<file path="src/rtl/lap_wr_pkg.sv">
// Shared definitions for the lap record APB writer: FSM encoding and APB constants.
package lap_wr_pkg;

  typedef enum logic [1:0] {
    StIdle   = 2'd0,
    StSetup  = 2'd1,
    StAccess = 2'd2
  } lap_state_e;

  localparam logic [3:0]  APB_STRB_ALL = 4'b1111;
  // Records are 32-bit words: slot index is shifted by this to form a byte offset.
  localparam int unsigned WORD_SHIFT   = 2;

endpackage

</file>
<file path="src/rtl/lap_fifo.sv">
// Small synchronous FIFO for captured laps. Besides the current head it exposes the
// post-update head/empty state, so the writer can load back-to-back transfers in one cycle.
module lap_fifo #(
  parameter int unsigned FIFO_DEPTH = 4,
  parameter int unsigned WIDTH      = 32
) (
  input  logic             clk_i,
  input  logic             rst_i,
  input  logic             push_i,
  input  logic [WIDTH-1:0] data_i,
  input  logic             pop_i,
  input  logic             flush_i,
  output logic             full_o,
  output logic             empty_o,
  output logic [WIDTH-1:0] head_o,
  output logic             next_empty_o,
  output logic [WIDTH-1:0] next_head_o
);

  localparam int unsigned AW   = $clog2(FIFO_DEPTH);
  localparam int unsigned CntW = AW + 1;

  logic [WIDTH-1:0] mem_q [FIFO_DEPTH];
  logic [AW-1:0]    rd_q, rd_d, wr_q, wr_d, rd_base, wr_base;
  logic [CntW-1:0]  cnt_q, cnt_d, cnt_base;
  logic             do_push, do_pop;

  assign full_o  = (cnt_q == CntW'(FIFO_DEPTH));
  assign empty_o = (cnt_q == '0);
  assign head_o  = mem_q[rd_q];

  // Pointer/count update; a flush empties first, so a same-cycle push survives it.
  always_comb begin
    do_pop   = pop_i && !empty_o && !flush_i;
    do_push  = push_i && (!full_o || do_pop || flush_i);
    rd_base  = flush_i ? '0 : rd_q;
    wr_base  = flush_i ? '0 : wr_q;
    cnt_base = flush_i ? '0 : cnt_q;
    rd_d     = do_pop ? rd_base + AW'(1) : rd_base;
    wr_d     = do_push ? wr_base + AW'(1) : wr_base;
    cnt_d    = cnt_base;
    if (do_push && !do_pop) begin
      cnt_d = cnt_base + CntW'(1);
    end else if (!do_push && do_pop) begin
      cnt_d = cnt_base - CntW'(1);
    end
    next_empty_o = (cnt_d == '0);
    // New head is the incoming word when it lands in the slot that becomes the head.
    next_head_o  = (do_push && (rd_d == wr_base)) ? data_i : mem_q[rd_d];
  end

  // Storage and pointer registers.
  always_ff @(posedge clk_i or posedge rst_i) begin
    if (rst_i) begin
      rd_q  <= '0;
      wr_q  <= '0;
      cnt_q <= '0;
      for (int i = 0; i < FIFO_DEPTH; i++) begin
        mem_q[i] <= '0;
      end
    end else begin
      rd_q  <= rd_d;
      wr_q  <= wr_d;
      cnt_q <= cnt_d;
      if (do_push) begin
        mem_q[wr_base] <= data_i;
      end
    end
  end

endmodule

</file>
<file path="src/rtl/lap_apb_writer.sv">
// APB master that drains captured stopwatch laps into consecutive SRAM record slots.
// Build option LAP_SLVERR_RETRY_EN: a slave error reissues the same write once before
// flagging oERR; without it every error is flagged and the record is consumed.
module lap_apb_writer
  import lap_wr_pkg::*;
#(
  parameter logic [15:0] BASE_ADDR  = 16'h1000,
  parameter int unsigned NUM_SLOTS  = 64,
  parameter int unsigned FIFO_DEPTH = 4,
  localparam int unsigned PtrW      = $clog2(NUM_SLOTS)
) (
  input  logic            iPCLK,
  input  logic            iPRESET,
  input  logic            iLAP_STORE,
  input  logic [31:0]     iLAP,
  input  logic            iCLR,
  output logic            oPSEL,
  output logic            oPENABLE,
  output logic            oPWRITE,
  output logic [3:0]      oPSTRB,
  output logic [15:0]     oPADDR,
  output logic [31:0]     oPWDATA,
  input  logic            iPREADY,
  input  logic            iPSLVERR,
  output logic [PtrW-1:0] oLAP_PTR,
  output logic            oBUSY,
  output logic            oOVF,
  output logic            oERR
);

  lap_state_e      state_q, state_d;
  logic            psel_q, psel_d, penable_q, penable_d;
  logic [15:0]     paddr_q, paddr_d;
  logic [31:0]     pwdata_q, pwdata_d;
  logic [PtrW-1:0] ptr_q, ptr_d;
  logic            ovf_q, ovf_d, err_q, err_d;
  // A clear arrived mid-transfer: finish it, then land the pointer on slot 0.
  logic            clr_pend_q, clr_pend_d;

  logic            fifo_full, fifo_empty, fifo_next_empty, fifo_pop;
  logic [31:0]     fifo_head, fifo_next_head;
  logic            access_hs, retry_now, complete;

  assign access_hs = (state_q == StAccess) && iPREADY;
  assign complete  = access_hs && !retry_now;
  // The in-flight record was already flushed by a clear, so it must not be popped again.
  assign fifo_pop  = complete && !clr_pend_q && !iCLR;

`ifdef LAP_SLVERR_RETRY_EN
  logic retried_q, retried_d;
  assign retry_now = access_hs && iPSLVERR && !retried_q;

  // Tracks whether the current record has already used its one retry.
  always_comb begin
    retried_d = retried_q;
    if (retry_now) begin
      retried_d = 1'b1;
    end else if (complete) begin
      retried_d = 1'b0;
    end
  end

  // Retry flag register.
  always_ff @(posedge iPCLK or posedge iPRESET) begin
    if (iPRESET) retried_q <= 1'b0;
    else         retried_q <= retried_d;
  end
`else
  assign retry_now = 1'b0;
`endif

  lap_fifo #(
    .FIFO_DEPTH (FIFO_DEPTH),
    .WIDTH      (32)
  ) u_fifo (
    .clk_i        (iPCLK),
    .rst_i        (iPRESET),
    .push_i       (iLAP_STORE),
    .data_i       (iLAP),
    .pop_i        (fifo_pop),
    .flush_i      (iCLR),
    .full_o       (fifo_full),
    .empty_o      (fifo_empty),
    .head_o       (fifo_head),
    .next_empty_o (fifo_next_empty),
    .next_head_o  (fifo_next_head)
  );

  // FSM next state, pointer, sticky flags and next APB output values.
  always_comb begin
    state_d    = state_q;
    psel_d     = psel_q;
    penable_d  = penable_q;
    paddr_d    = paddr_q;
    pwdata_d   = pwdata_q;
    ptr_d      = ptr_q;
    clr_pend_d = clr_pend_q;
    ovf_d      = (ovf_q && !iCLR) || (iLAP_STORE && fifo_full && !fifo_pop && !iCLR);
    err_d      = (err_q && !iCLR) || (complete && iPSLVERR);

    unique case (state_q)
      StIdle: begin
        if (iCLR) begin
          ptr_d = '0;
        end else if (!fifo_empty) begin
          state_d   = StSetup;
          psel_d    = 1'b1;
          penable_d = 1'b0;
          paddr_d   = BASE_ADDR + (16'(ptr_q) << WORD_SHIFT);
          pwdata_d  = fifo_head;
        end
      end
      StSetup: begin
        state_d   = StAccess;
        penable_d = 1'b1;
        if (iCLR) clr_pend_d = 1'b1;
      end
      StAccess: begin
        if (iCLR) clr_pend_d = 1'b1;
        if (retry_now) begin
          // Reissue the held address/data.
          state_d   = StSetup;
          penable_d = 1'b0;
        end
      end
      default: begin
        state_d   = StIdle;
        psel_d    = 1'b0;
        penable_d = 1'b0;
      end
    endcase

    if (complete) begin
      if (clr_pend_q || iCLR) begin
        ptr_d      = '0;
        clr_pend_d = 1'b0;
      end else begin
        ptr_d = ptr_q + PtrW'(1);
      end
      if (fifo_next_empty) begin
        state_d   = StIdle;
        psel_d    = 1'b0;
        penable_d = 1'b0;
      end else begin
        state_d   = StSetup;
        psel_d    = 1'b1;
        penable_d = 1'b0;
        paddr_d   = BASE_ADDR + (16'(ptr_d) << WORD_SHIFT);
        pwdata_d  = fifo_next_head;
      end
    end
  end

  // State and APB output registers.
  always_ff @(posedge iPCLK or posedge iPRESET) begin
    if (iPRESET) begin
      state_q    <= StIdle;
      psel_q     <= 1'b0;
      penable_q  <= 1'b0;
      paddr_q    <= '0;
      pwdata_q   <= '0;
      ptr_q      <= '0;
      clr_pend_q <= 1'b0;
      ovf_q      <= 1'b0;
      err_q      <= 1'b0;
    end else begin
      state_q    <= state_d;
      psel_q     <= psel_d;
      penable_q  <= penable_d;
      paddr_q    <= paddr_d;
      pwdata_q   <= pwdata_d;
      ptr_q      <= ptr_d;
      clr_pend_q <= clr_pend_d;
      ovf_q      <= ovf_d;
      err_q      <= err_d;
    end
  end

  assign oPSEL    = psel_q;
  assign oPENABLE = penable_q;
  assign oPWRITE  = psel_q;
  assign oPSTRB   = psel_q ? APB_STRB_ALL : 4'b0000;
  assign oPADDR   = paddr_q;
  assign oPWDATA  = pwdata_q;
  assign oLAP_PTR = ptr_q;
  assign oBUSY    = !fifo_empty || (state_q != StIdle);
  assign oOVF     = ovf_q;
  assign oERR     = err_q;

endmodule

</file>
<file path="config.mk">
export PLATFORM = sky130hd
export DESIGN_NAME = lap_apb_writer
export DESIGN_NICKNAME = d
export VERILOG_FILES = /design/src/rtl/lap_wr_pkg.sv /design/src/rtl/lap_fifo.sv /design/src/rtl/lap_apb_writer.sv
export SDC_FILE = /design/constraint.sdc
export NUM_CORES = 1
export LEC_CHECK = 0
export CORE_ASPECT_RATIO = 0.8
export CORE_MARGIN = 2
export CORE_UTILIZATION = 50
export DETAILED_ROUTE_END_ITERATION = 10
export HOLD_SLACK_MARGIN = 0.12
export PLACE_DENSITY = 0.72
export SYNTH_ARGS = -nofsm -noshare
export SYNTH_HDL_FRONTEND = slang
export SYNTH_HIERARCHICAL = 1
export SYNTH_SLANG_ARGS = --single-unit
</file>
<file path="constraint.sdc">
create_clock -name iPCLK -period 10.94 [get_ports iPCLK]
set_input_delay 2.188 -clock iPCLK [delete_from_list [all_inputs] [get_ports iPCLK]]
set_output_delay 2.188 -clock iPCLK [all_outputs]
set_load 0.02 [all_outputs]
</file>
==> results of run 1 <==
[through the flow]
step / std cells / power (W) / cell area (um2)
6_report: 1312 / 0.00252 / 11700
3_5_place_dp: 1281 / 0.00188 / 11100
3_3_place_gp: 1281 / 0.00185 / 11100
5_1_grt: 1312 / 0.00268 / 11700
4_1_cts: 1312 / 0.00254 / 11700
2_1_floorplan: 982 / 0.00161 / 10100
[cells by family after synthesis]
| logic type | synth area share |
|---|---|
| flops | 0.485 |
| compound gates | 0.178 |
| fa+ha+maj | 0.0124 |
| simple gates | 0.120 |
| mux | 0.137 |
| buf+inv | 0.0602 |
| xor+xnor | 0.00796 |
[area by class of cell]
cell class / instances / area (um2) / share of cell area
flip-flops and latches: 195 / 4880 / 0.416
multi-input cells: 657 / 4620 / 0.394
clock inverters: 10 / 158 / 0.0134
clock buffers: 21 / 440 / 0.0375
inverters: 49 / 186 / 0.0159
repair buffers: 116 / 1120 / 0.0953
well taps: 264 / 330 / 0.0281
[final timing paths]
| check | startpoint | end | slack [ns] | depth (start not counted) |
|---|---|---|---|---|
| worst max-delay path | iCLR | oPWDATA[22] | 5.01 | 13 |
| worst min-delay path | oPADDR[12] | oPADDR[12] | 0.48 | 1 |
| worst max register to register | state_q[0] | oPADDR[6] | 6.71 | 14 |
| worst min register to register | oPADDR[12] | oPADDR[12] | 0.48 | 1 |
| max in group asynchronous | iPRESET | u_fifo/mem_q[122] | 7.18 | 3 |
| min in group asynchronous | iPRESET | oPWDATA[9] | 2.19 | 2 |
[cell usage in the layout, fill, tap and decap left out, drive strengths merged, types with 6 or more instances in the layout]
cell type | netlist | final
dfrtp | 195 | 195
o21ai | 177 | 177
nand2 | 176 | 176
clkdlybuf4s50 | 0 | 100
mux2i | 67 | 67
inv | 49 | 50
o221ai | 34 | 34
o32a | 31 | 31
mux4 | 31 | 31
or2 | 31 | 31
clkbuf | 39 | 21
nor2 | 16 | 16
buf | 42 | 16
and2 | 11 | 11
ha | 10 | 10
xnor2 | 7 | 7
a21oi | 6 | 6
nand3 | 6 | 6
nor3 | 6 | 6
[routing by layer]
layer | global-route usage | share of wire
met1 | 0.351 | 0.46
met3 | 0.0455 | 0.063
met2 | 0.401 | 0.47
met4 | 0.0645 | 0.0092
met5 | 0 | 0
[where the power goes]
group / switching [W] / leakage, nW / internal (W)
clock network: 0.000268 / 0.295 / 0.000381
logic: 0.000390 / 2.23 / 0.000364
registers: 0.000176 / 2.49 / 0.000943
total: 0.000834 / 5.01 / 0.00169
[worst max-delay path: stages]
cell and delay [ns]:
buf_2 0.07, buf_4 0.56, nand4bb_1 0.40, inv_1 0.30, o31a_4 0.23, xnor2_4 0.56
buf_4 0.39, or3_1 0.60, buf_4 0.42, o221ai_1 0.17, mux2i_1 0.18, nand2_1 0.06
o21ai_0 0.10
[sequential cells by signal (all words and copies together) (netlist names)]
signal and count:
oLAP_PTR 6, oOVF 1, state_q 2, u_fifo/wr_q 2, oPADDR 16, u_fifo/cnt_q 3
clr_pend_q 1, oPSEL 1, oERR 1, oPWDATA 32, u_fifo/rd_q 2, u_fifo/mem_q 128
==> results.toml, run 1 <==
[place]
hpwl_mm = 14.7
place.gp.congestion = 0.811
io_buffer_count = 101
dp_slack_ns = 4.63

[floorplanning]
pin_count = 102
core-area_um2 = 19800
die_area_um2 = 21300
die_w_um = 163
fp.dieH_um = 131
rows = 46
start_util = 0.508

[drt]
drc = 0
routed-via-count = 7679
drt_first_iter_violations = 520
wl_per_cell_um = 19.0
drt_pass1_iterations = 5
ant_nets = 0
via_per_inst = 5.85
wirelength_mm = 24.9

[clock_tree]
postCtsResizedCells = 0
clk_pin_slew_ns = 0.07
cts_tree = "yes"
cts.path.max_buffers = 2
cts_buffers = 17
hold_buffers = 0
cts_root_buf = "clkbuf_16"
postCtsSetupBuffers = 0
clock_latency_ns = 0.43
htreeDepth = 4
cts.sinks = 195

[synthesis]
synth_cell_type_count = 57
ys_ff_latch = 195
synth_area_leader_cell = "dfrtp_1"
post-synth-top-count-cell = "dfrtp_1"
synth_area_leaders = "dfrtp_1 (48%), o21ai_0 (7.1%), mux4_2 (6.9%)"
synth_top_area_frac = 0.485
synth_cells = 982
synth-seq-area-share = 0.485
synth-edff-count = 0
syn-cell-area_um2 = 10100
async_reset_ff_frac = 1.00
synth_common_cells = "dfrtp_1 (195), nand2_1 (176), o21ai_0 (143)"
avgSynthCellArea_um2 = 10.3
yosysWarnings = 6
synth_nets = 1030
synth_ff_type = "dfrtp_1"

[outcome]
status = "completed"

[finish]
fin_util = 0.593
drive_gt1_frac = 0.111
syn_to_final_growth_pct = 16.6
antenna_cells = 0
num-fill-cells = 1696
fin_nets = 1084

[setup_path]
crit_path_end_kind = "flip-flop"
critPathRequiredTime_ns = 11.29
start_kind = "input port"
critPathKind = "input port to flip-flop"
cp.arrival_ns = 6.28
cp_max_fo = 57

[timing]
fin_crit_sh = 0.542
slew_violations = 0
whs_ns = 0.484
setup_slack_ns = 5.01
period_needed_ns = 5.93
worst_pin_slew_ns = 1.20
setup_viol = 0
fin_worst_skew_ns = 0.00705
hold_viol = 0
slew-limit-headroom = 0.200
rsz0062_at_grt = "no"
tns_ns = 0
fmax_mhz = 169

[global_route]
grt_pass1_vias = 7544
grt_pass1_wl_mm = 40.7
track_usage = 0.248
grt_max_degree = 77
antenna_found_initial = 0
grt_overflow_total = 0

[job]
drv_cap = 0

[hold_path]
hp-class = "flip-flop to flip-flop"

[power_and_ir_drop]
worst_ir_drop_vdd_uv = 108
power.leakage_nw = 5.01
power_density_nw_per_um2 = 215
Power figures use the tool's default switching activity.
==> run 2, diff against run 1 <==
- PLACE_DENSITY: 0.72 -> 0.74
- clock period: 10.94 -> 4.8 ns (I/O delays scaled with it)
==> run 2 against run 1 <==
  * Register-to-register slack worse by 5.6 ns
  * Setup slack lost 4.2 ns
  * Cell area rose by 0.69%
  * Clock power increased by 120%
  * Via count rose by 1.3%
  * Power up 130%
  * Non-clock buffer count increased by 9
  * Hold slack about the same
  * Critical path type unchanged
  * Die area unchanged
==> results.toml, run 2 (same netlist as run 1, synthesis figures left out) <==
[clock_tree]
htreeDepth = 4
cts_tree = "yes"
postCtsSetupBuffers = 0
clock_latency_ns = 0.43
cts_root_buf = "clkbuf_16"
hold_buffers = 0
cts.sinks = 195
cts_buffers = 17
postCtsResizedCells = 0
clk_pin_slew_ns = 0.07
cts.path.max_buffers = 2

[drt]
via_per_inst = 5.88
drt_first_iter_violations = 730
wirelength_mm = 25.8
wl_per_cell_um = 19.5
drc = 0
ant_nets = 0
routed-via-count = 7779
drt_pass1_iterations = 5

[finish]
multi_input_area_um2 = 4620
fin_util = 0.597
drive_gt1_frac = 0.118
fin_nets = 1093
final_common_cell = "dfrtp_1"
final_cell_mix = "dfrtp_1 (193), nand2_1 (172), o21ai_0 (143)"
num-fill-cells = 1681
final-instance-count-excl-fill = 1322
regArea_um2 = 4880
top_register = "u_fifo/mem_q"
syn_to_final_growth_pct = 17.4
largest_reg_flops = 128
antenna_cells = 0

[setup_path]
critPathKind = "input port to flip-flop"
crit_path_end_kind = "flip-flop"
cpLargestDelayFamily = "simple AND/OR/NAND/NOR gates"
critPathRequiredTime_ns = 5.12
cp_max_fo = 13
start_kind = "input port"
cpMostUsedCell = "nand2_1"
crit_chain = "clkdlybuf4s50_1 -> nand4bb_1 -> inv_1 -> o31ai_1 -> nand2_1 -> o22a_1 -> o21ai_1 -> nor3_1 -> and3b_2 -> nand2_1 -> o21ai_0 -> a221o_1"
crit_path_max_incr_delay_ns = 0.54
path_buf_inv = 2
cp.arrival_ns = 4.32
crit_slowest_cell = "clkdlybuf4s50_1"

[timing]
fmax_mhz = 250
fin_crit_sh = 0.835
worst_pin_slew_ns = 1.22
hold_viol = 0
setup_slack_ns = 0.793
rsz0062_at_grt = "no"
slew_violations = 0
period_needed_ns = 4.01
slew-limit-headroom = 0.188
setup_viol = 0
tns_ns = 0
fin_worst_skew_ns = 0.00633
whs_ns = 0.484

[place]
hpwl_mm = 15.7
dp_slack_ns = 0.385
place.gp.congestion = 0.851
io_buffer_count = 101
placedCellCount = 1290

[floorplanning]
pin_count = 102
rows = 46
die_area_um2 = 21300
start_util = 0.508
die_w_um = 163
core-area_um2 = 19800
fp.dieH_um = 131

[job]
drv_cap = 0

[power_and_ir_drop]
power.net_switching_w = 0.00192
power_frac_seq = 0.446
p_int_w = 0.00383
power.share.switching = 0.334
p_comb_frac = 0.304
p_clk_frac = 0.250
worst_ir_drop_vdd_uv = 268
power.leakage_nw = 5.05
power_density_nw_per_um2 = 486

[global_route]
grt_overflow_total = 0
grt_pass1_vias = 7777
antenna_found_initial = 0
track_usage = 0.256
grt_pass1_wl_mm = 42.1
grt_max_degree = 65

[hold_path]
hp-class = "flip-flop to flip-flop"

[outcome]
status = "completed"
## run 2: per-stage QoR
stage                     power (W)  area, um2
after detailed placement    0.00433      11200
final                       0.00575      11800
after floorplan             0.00366      10100
after global placement      0.00425      11200
after CTS                   0.00577      11800
after global routing        0.00609      11800
## run 2: power groups by stage
stage	sequential, W	clock (W)	combinational, W
finish	0.00256	0.00144	0.00175
global placement	0.00255	0	0.00170
CTS	0.00255	0.00146	0.00176
detailed placement	0.00257	0	0.00175
floorplan	0.00261	0	0.00105
global route	0.00262	0.00154	0.00194
## run 2: layer usage
layer / part of all wire / up-vias / global-route usage
li1: - / 3618 / -
met5: 0 / - / 0
met4: 0.018 / 0 / 0.0812
met3: 0.069 / 29 / 0.0458
met2: 0.47 / 314 / 0.414
met1: 0.45 / 3818 / 0.358
## run 2: final cells by class
type / instances / area share
multi-input cells: 657 / 0.391
well taps: 264 / 0.0279
repair buffers: 125 / 0.102
inverters: 49 / 0.0158
flip-flops and latches: 195 / 0.413
clock buffers: 23 / 0.0387
clock inverters: 9 / 0.0109
## run 2: path summary, 6_finish.rpt
check | start | endpoint | slack [ns] | cells after the start
min reg2reg | oPADDR[12] | oPADDR[12] | 0.48 | 1
max | iPREADY | oPADDR[6] | 0.79 | 12
min | oPADDR[12] | oPADDR[12] | 0.48 | 1
max reg2reg | state_q[0] | oPADDR[6] | 1.09 | 13
max in group asynchronous | iPRESET | u_fifo/rd_q[1] | 2.75 | 3
min in group asynchronous | iPRESET | u_fifo/mem_q[107] | 1.07 | 2
